## src/rtl/counter_pkg.sv

```systemverilog
// Shared definitions for the lab counters (up and down variants).
package counter_pkg;

    // Default count width, shared with the up counter.
    localparam int unsigned CNT_WIDTH = 12;

    // Counter lifecycle states.
    typedef enum logic [1:0] {
        StIdle    = 2'd0,
        StRun     = 2'd1,
        StExpired = 2'd2
    } cnt_state_e;

endpackage : counter_pkg

```

## src/rtl/down_counter.sv

```systemverilog
// Loadable countdown counter with terminal-count done pulse and optional auto-reload.
// Priority per edge: rst > load > en. The count never decrements from zero.
module down_counter
    import counter_pkg::*;
#(
    parameter int unsigned WIDTH       = CNT_WIDTH,
    parameter bit          AUTO_RELOAD = 1'b0
) (
    input  logic             clk,
    input  logic             rst,
    input  logic             load,
    input  logic [WIDTH-1:0] load_val,
    input  logic             en,
    output logic [WIDTH-1:0] q,
    output logic             zero,
    output logic             done,
    output logic             busy,
    output logic             expired
);

    cnt_state_e       state_q, state_d;
    logic [WIDTH-1:0] q_q, q_d;
    logic [WIDTH-1:0] reload_q, reload_d;
    logic             done_q, done_d;

    logic             at_one;
    logic             step;
    logic             terminal;

    // Decrement only happens in RUN with a strobe that is not overridden by load.
    always_comb begin
        at_one   = (q_q == WIDTH'(1));
        step     = (state_q == StRun) && en && !load;
        terminal = step && at_one;
    end

    // Next-state, next-count and done pulse.
    always_comb begin
        state_d  = state_q;
        q_d      = q_q;
        reload_d = reload_q;
        done_d   = 1'b0;

        if (load) begin
            q_d      = load_val;
            reload_d = load_val;
            state_d  = (load_val != '0) ? StRun : StIdle;
        end else if (terminal) begin
            done_d = 1'b1;
            if (AUTO_RELOAD) begin
                q_d     = reload_q;
                state_d = StRun;
            end else begin
                q_d     = '0;
                state_d = StExpired;
            end
        end else if (step) begin
            if (q_q != '0) begin
                q_d = q_q - WIDTH'(1);
            end else begin
                // Unreachable in normal operation; park safely instead of wrapping.
                state_d = StIdle;
            end
        end
    end

    // State registers with asynchronous active-high reset.
    always_ff @(posedge clk or posedge rst) begin
        if (rst) begin
            state_q  <= StIdle;
            q_q      <= '0;
            reload_q <= '0;
            done_q   <= 1'b0;
        end else begin
            state_q  <= state_d;
            q_q      <= q_d;
            reload_q <= reload_d;
            done_q   <= done_d;
        end
    end

    // Registered / state-decoded outputs; zero is a pure compare on the count.
    always_comb begin
        q       = q_q;
        zero    = (q_q == '0);
        done    = done_q;
        busy    = (state_q == StRun);
        expired = (state_q == StExpired);
    end

endmodule : down_counter

```

## config.mk

```make
export PLATFORM = sky130hd
export DESIGN_NAME = down_counter
export DESIGN_NICKNAME = d
export VERILOG_FILES = /design/src/rtl/counter_pkg.sv /design/src/rtl/down_counter.sv
export SDC_FILE = /design/constraint.sdc
export NUM_CORES = 1
export LEC_CHECK = 0
export CORE_MARGIN = 10
export CORE_UTILIZATION = 46
export DETAILED_ROUTE_END_ITERATION = 7
export PLACE_DENSITY = 0.77
export SLEW_MARGIN = 5
export SYNTH_ARGS = -nofsm -noshare
export SYNTH_HDL_FRONTEND = slang
export SYNTH_SLANG_ARGS = --single-unit
```

## constraint.sdc

```tcl
create_clock -name clk -period 2.45 [get_ports clk]
set_clock_uncertainty 0.1 [all_clocks]
set_input_delay 0.49 -clock clk [delete_from_list [all_inputs] [get_ports clk]]
set_output_delay 0.49 -clock clk [all_outputs]
set_load 0.03 [all_outputs]
```

==> metrics.txt, run 1 <==
status completed; TritonCTS clock tree yes; total track usage 0.143; CTS Buf Count 3; Multi-input gate area 623 um^2; critical path fanouts, max 6; Max Clock Freq 430 MHz; Synthesized Nets 138; clk buf depth 2; Syn Std Cell Area 1030 um^2; area added between synthesis and finish 38.3%; CP required 1.86 ns; mux cell area share after synthesis 0.00967; Final Cell Area 1430 um^2; Seq. cell area 375 um^2; die extent in y 67.4 um; clk sinks 15; Slew Limit Fails 0; Worst Setup End Kind output port; Remaining Overflow, GRT 0; Max-cap violations 0; synth warn 0; Synth area leader dfrtp_1; TritonRoute pass-1 iters 4; Syn Inst Count 119; compound-cell area share of the yosys netlist 0.204; largest net degree at the start of global routing 16; syn_area_per_cell 8.70 um^2; Routed WL 3120 um; antenna viol nets, final 0; post-synthesis simple-gate area fraction 0.347; Post-Synth Adder-Cell Area 0.0363; worst-skew pair later-pin latency 0.28 ns; hold slack final 0.462 ns; Seq/Total Area, Yosys 0.363; unrepaired setup endpoints after global routing false; Routed wire per std cell 17.0 um; first-pass GRT wire length 5220 um; die width 67.4 um; cell area power density 486 nW/um^2; core box area 2170 um^2; pre-CTS setup slack 0.356 ns; Period minus WS final 2.33 ns; post-synthesis async set-or-reset flop share 1.00; top cell type's share of synthesized area 0.363; IO Port Bufs 31; initial antenna violation count 0; period utilisation layout 0.950; Post-DP HPWL 2440 um; Starting Density 0.477; DP Area 1400 um^2; # Post-CTS Setup Buffers 0; Synth cell types 40; Setup Crit Path Kind register to output port; CP startpoint q[5]; via-per-instance ratio 6.01; FILL cells 194; DRC violations left 0; peak ir drop on the vdd network 0.285 mV; PnR worst setup slack 0.123 ns; fin nets 175; most frequent cell after synthesis dfrtp_1; io pins 32; post-cts gate resize count 0; vias in the first global route 1130; final setup fails 0; Commonest cells post-synth 15 x dfrtp_1, 13 x nand2_1, 10 x nor2_1; ys flop type dfrtp_1; htree depth 1; endpoints failing hold 0; Lkg Pwr 0.566 nW; Worst Tran Pin Value 0.597 ns; die area 4550 um^2; Synth Register Bits 15; Worst Setup Start Kind register; n_diodes 0; relative slew slack 0.602; post-synthesis xor/xnor area fraction 0; DR iter-0 viols 63; Area contributors post-synth dfrtp_1 36%, nand2_1 4.7%, o21ai_0 3.9%; gpl congestion 0.900; HP Class input port to asynchronous set/reset pin; number of flops mapped to enable cells by yosys 0; share of layout cells above drive strength 1 0.116; routed vias 1100; WP data arrival 1.74 ns; clock tree root buffer cell clkbuf_4; largest family of logic cells by synthesized area simple AND/OR/NAND/NOR gates; Total Power 0.696 mW; sum of negative setup slack 0 ns; clk slew on worst S/H paths 0.09 ns; CTS Hold Buffers Added 0; Worst R2R Start q[4]; std cell rows 17
layout make-up:
type / count / share of cell area
multi-input cells: 93 / 0.435
flip-flops and latches: 15 / 0.262
repair buffers: 36 / 0.241
well taps: 28 / 0.0245
clock buffers: 4 / 0.0184
inverters: 7 / 0.0184
power by group:
group	internal, mW	switching (mW)	total (mW)
Sequential	0.269	0.0377	0.306
Combinational	0.108	0.136	0.244
Clock	0.0632	0.0822	0.145
layer usage:
| metal | routed length, um | track usage | vias up |
|---|---|---|---|
| li1 | - | - | 520 |
| met4 | 27 | 0.0333 | 0 |
| met2 | 1500 | 0.237 | 50 |
| met1 | 1300 | 0.178 | 522 |
| met5 | 0 | 0 | - |
| met3 | 287 | 0.0446 | 8 |
critical path, stage by stage, from the launching register on:
cell,delay [ns]
dfrtp_1,0.46
nor3_2,0.31
and2_0,0.31
and3_1,0.21
buf_4,0.16
final timing paths:
| check | end | cells after the start | slack (ns) |
|---|---|---|---|
| hold reg to reg | state_q[1] | 2 | 0.48 |
| max in group asynchronous | state_q[0] | 2 | 1.40 |
| setup reg to reg | q[3] | 6 | 0.46 |
| min in group clk | state_q[1] | 2 | 0.48 |
| setup / recovery | zero | 4 | 0.12 |
| hold / removal | q[4] | 2 | 0.46 |
registers in the layout, summed over array words and instances, names as in the netlist:
register,flops
done,1
q,12
state_q,2
layout by cell type, fill, tap and decap left out, types with 4 or more instances in the layout:
| cell | n |
|---|---|
| a21oi_1 | 7 |
| buf_4 | 6 |
| clkdlybuf4s50_1 | 30 |
| dfrtp_1 | 15 |
| inv_1 | 7 |
| nand2_1 | 13 |
| nand3_1 | 4 |
| nor2_1 | 10 |
| nor2b_1 | 4 |
| o21ai_0 | 8 |
cell families (layout without fill, tap and decap cells):
kind of cell             after synthesis  after routing
AO/OA/AOI/OAI                         30             30
adder cells (fa/ha/maj)                3              3
buffers and inverters                 11             47
flip-flops                            15             15
multiplexers                           1              1
AND/OR/NAND/NOR                       59             59
metrics by stage:
stage | instances | util
after floorplan | 119 | -
after global placement | 179 | 0.645
after detailed placement | 179 | 0.645
after CTS | 183 | 0.657
after global routing | 183 | 0.660
final | 183 | 0.660
No activity file was read; power rests on OpenSTA's default activity.
==> run 2, diff against run 1 <==
--- a/config.mk
+++ b/config.mk
@@ -9,6 +9,7 @@
 export CORE_UTILIZATION = 46
 export DETAILED_ROUTE_END_ITERATION = 7
 export PLACE_DENSITY = 0.77
+export SKIP_LAST_GASP = 1
 export SLEW_MARGIN = 5
 export SYNTH_ARGS = -nofsm -noshare
 export SYNTH_HDL_FRONTEND = slang
==> results of run 2 <==
The final DEF is identical to that of run 1; final timing and power are the same.
==> run 3, diff against run 2 <==
--- a/config.mk
+++ b/config.mk
@@ -9,6 +9,7 @@
 export CORE_UTILIZATION = 46
 export DETAILED_ROUTE_END_ITERATION = 7
 export PLACE_DENSITY = 0.77
+export RECOVER_POWER = 25
 export SKIP_LAST_GASP = 1
 export SLEW_MARGIN = 5
 export SYNTH_ARGS = -nofsm -noshare
==> run 3 against run 2 <==
Against the previous run:
- cell count stayed put
- wire length is the same
- die area unchanged
- critical path depth is the same
- combinational power hardly changed
- count of clock-buffer cells in the layout stayed put
- largest power group unchanged
- highest routed layer unchanged
==> metrics.txt, run 3 (same netlist as run 1, synthesis figures left out) <==
status completed; die width 67.4 um (unchanged); Top Usage Layer GRT met2; FILL cells 194 (unchanged); gpl congestion 0.900 (unchanged); routed vias 1100 (unchanged); CTS Hold Buffers Added 0 (unchanged); TritonCTS clock tree yes; largest net degree at the start of global routing 16 (unchanged); first-pass GRT wire length 5220 um (unchanged); pre-CTS setup slack 0.356 ns (unchanged); peak ir drop on the vdd network 0.285 mV (about the same); Lkg Pwr 0.566 nW (about the same); clock tree root buffer cell clkbuf_4; std cell rows 17 (unchanged); sum of negative setup slack 0 ns (unchanged); CTS Buf Count 3 (unchanged); unrepaired setup endpoints after global routing false; clk sinks 15 (unchanged); total track usage 0.143 (unchanged); Starting Density 0.477 (unchanged); die extent in y 67.4 um (unchanged); area added between synthesis and finish 38.3% (unchanged); TritonRoute pass-1 iters 4 (unchanged); die area 4550 um^2 (unchanged); crit-path max cell delay 0.46 ns (about the same); PnR worst setup slack 0.123 ns (unchanged); via-per-instance ratio 6.01 (unchanged); HP Class register to register; Max Clock Freq 430 MHz (unchanged); antenna viol nets, final 0 (unchanged); Routed wire per std cell 17.0 um (unchanged); IO Port Bufs 31 (unchanged); share of layout cells above drive strength 1 0.116 (unchanged); met2 Usage GRT 0.237 (unchanged); most frequent cells in the layout 29 x clkdlybuf4s50_1, 15 x dfrtp_1, 13 x nand2_1; Worst Tran Pin Value 0.595 ns (-0.00138 ns); Period minus WS final 2.33 ns (unchanged); cells along the critical path nor3_2 > and2_0 > and3_1 > buf_4; commonest non-fill, non-tap cell in the layout clkdlybuf4s50_1; setup slack, reg-to-reg 0.46 ns (about the same); clk buf depth 2 (unchanged); n_diodes 0 (unchanged); critical path fanouts, max 6 (unchanged); CP required 1.86 ns (about the same); vias in the first global route 1130 (unchanged); met3 usage 0.0446 (unchanged); WP data arrival 1.74 ns (about the same); endpoints failing hold 0 (unchanged); worst-skew pair later-pin latency 0.28 ns (about the same); clk slew on worst S/H paths 0.09 ns (about the same); max reg flops 12 (unchanged); io pins 32 (unchanged); core box area 2170 um^2 (unchanged); Worst Setup End Kind output port; Crit path max-delay family simple AND/OR/NAND/NOR gates; DR iter-0 viols 63 (unchanged); worst path buffer plus inverter count 1 (unchanged); Max-cap violations 0 (unchanged); Slew Limit Fails 0 (unchanged); # Post-CTS Setup Buffers 0 (unchanged); fin nets 175 (unchanged); DP Area 1400 um^2 (unchanged); met1 usage 0.178 (unchanged); Post-DP HPWL 2440 um (unchanged); final setup fails 0 (unchanged); DRC violations left 0 (unchanged); Routed WL 3120 um (unchanged); relative slew slack 0.603 (+0.000917); slowest cell on the critical path dfrtp_1; Remaining Overflow, GRT 0 (unchanged); period utilisation layout 0.950 (unchanged); Setup Crit Path Kind register to output port; Worst Setup Start Kind register; initial antenna violation count 0 (unchanged); cell area power density 486 nW/um^2 (about the same); Final Cell Area 1430 um^2 (unchanged); htree depth 1 (unchanged)
## run 3: cell count changes in the layout (fill, tap and decap cells not counted)
cell / before / now
clkdlybuf4s50_1: 30 / 29
dlygate4sd3_1: 0 / 1
## run 3: final timing paths
path / from / endpoint / cells after the start
max: q[5] / zero / 4
min: state_q[1] / state_q[1] / 2
max reg2reg: q[4] / q[3] / 6
min reg2reg: state_q[1] / state_q[1] / 2
max in group asynchronous: rst / state_q[0] / 2
min in group asynchronous: rst / q[4] / 2
## run 3: worst min-delay path, delay by kind of cell, from the launching register on
family / cells / cell delay, ns
DFF: 1 / 0.41
and+or+nand+nor: 2 / 0.14
## run 3: repair_timing
action / in CTS / in global routing
setup endpoints to repair: 0 / 1
resized for setup: 0 / 1
endpoints found under the hold margin: 0 / 0
## run 3: per-stage QoR
step | total power, mW | hold WS [ns] | std cells | utilization
4_1_cts | 0.692 | 0.483 | 183 | 0.657
5_1_grt | 0.732 | 0.543 | 183 | 0.660
3_3_place_gp | 0.549 | 0.452 | 179 | 0.645
2_1_floorplan | 0.442 | 0.291 | 119 | -
6_report | 0.696 | 0.484 | 183 | 0.660
3_5_place_dp | 0.551 | 0.458 | 179 | 0.645
## run 3: layer usage
layer	wire, um	up-vias
met5	0	-
met4	27	0
met3	287	8
met2	1500	50
met1	1300	522
li1	-	520
## run 3: area by class of cell
class                           instances  area (um^2)  share of cell area
Timing Repair Buffer                   36          345               0.241
Inverter                                7         26.3              0.0184
Clock buffer                            4         26.3              0.0184
Multi-Input combinational cell         93          623               0.435
Tap cell                               28         35.0              0.0245
Sequential cell                        15          375               0.262
## run 3: report_power, final
part | switching, mW | internal (mW)
Sequential | 0.0377 | 0.269
Combinational | 0.136 | 0.108
Clock | 0.0822 | 0.0632
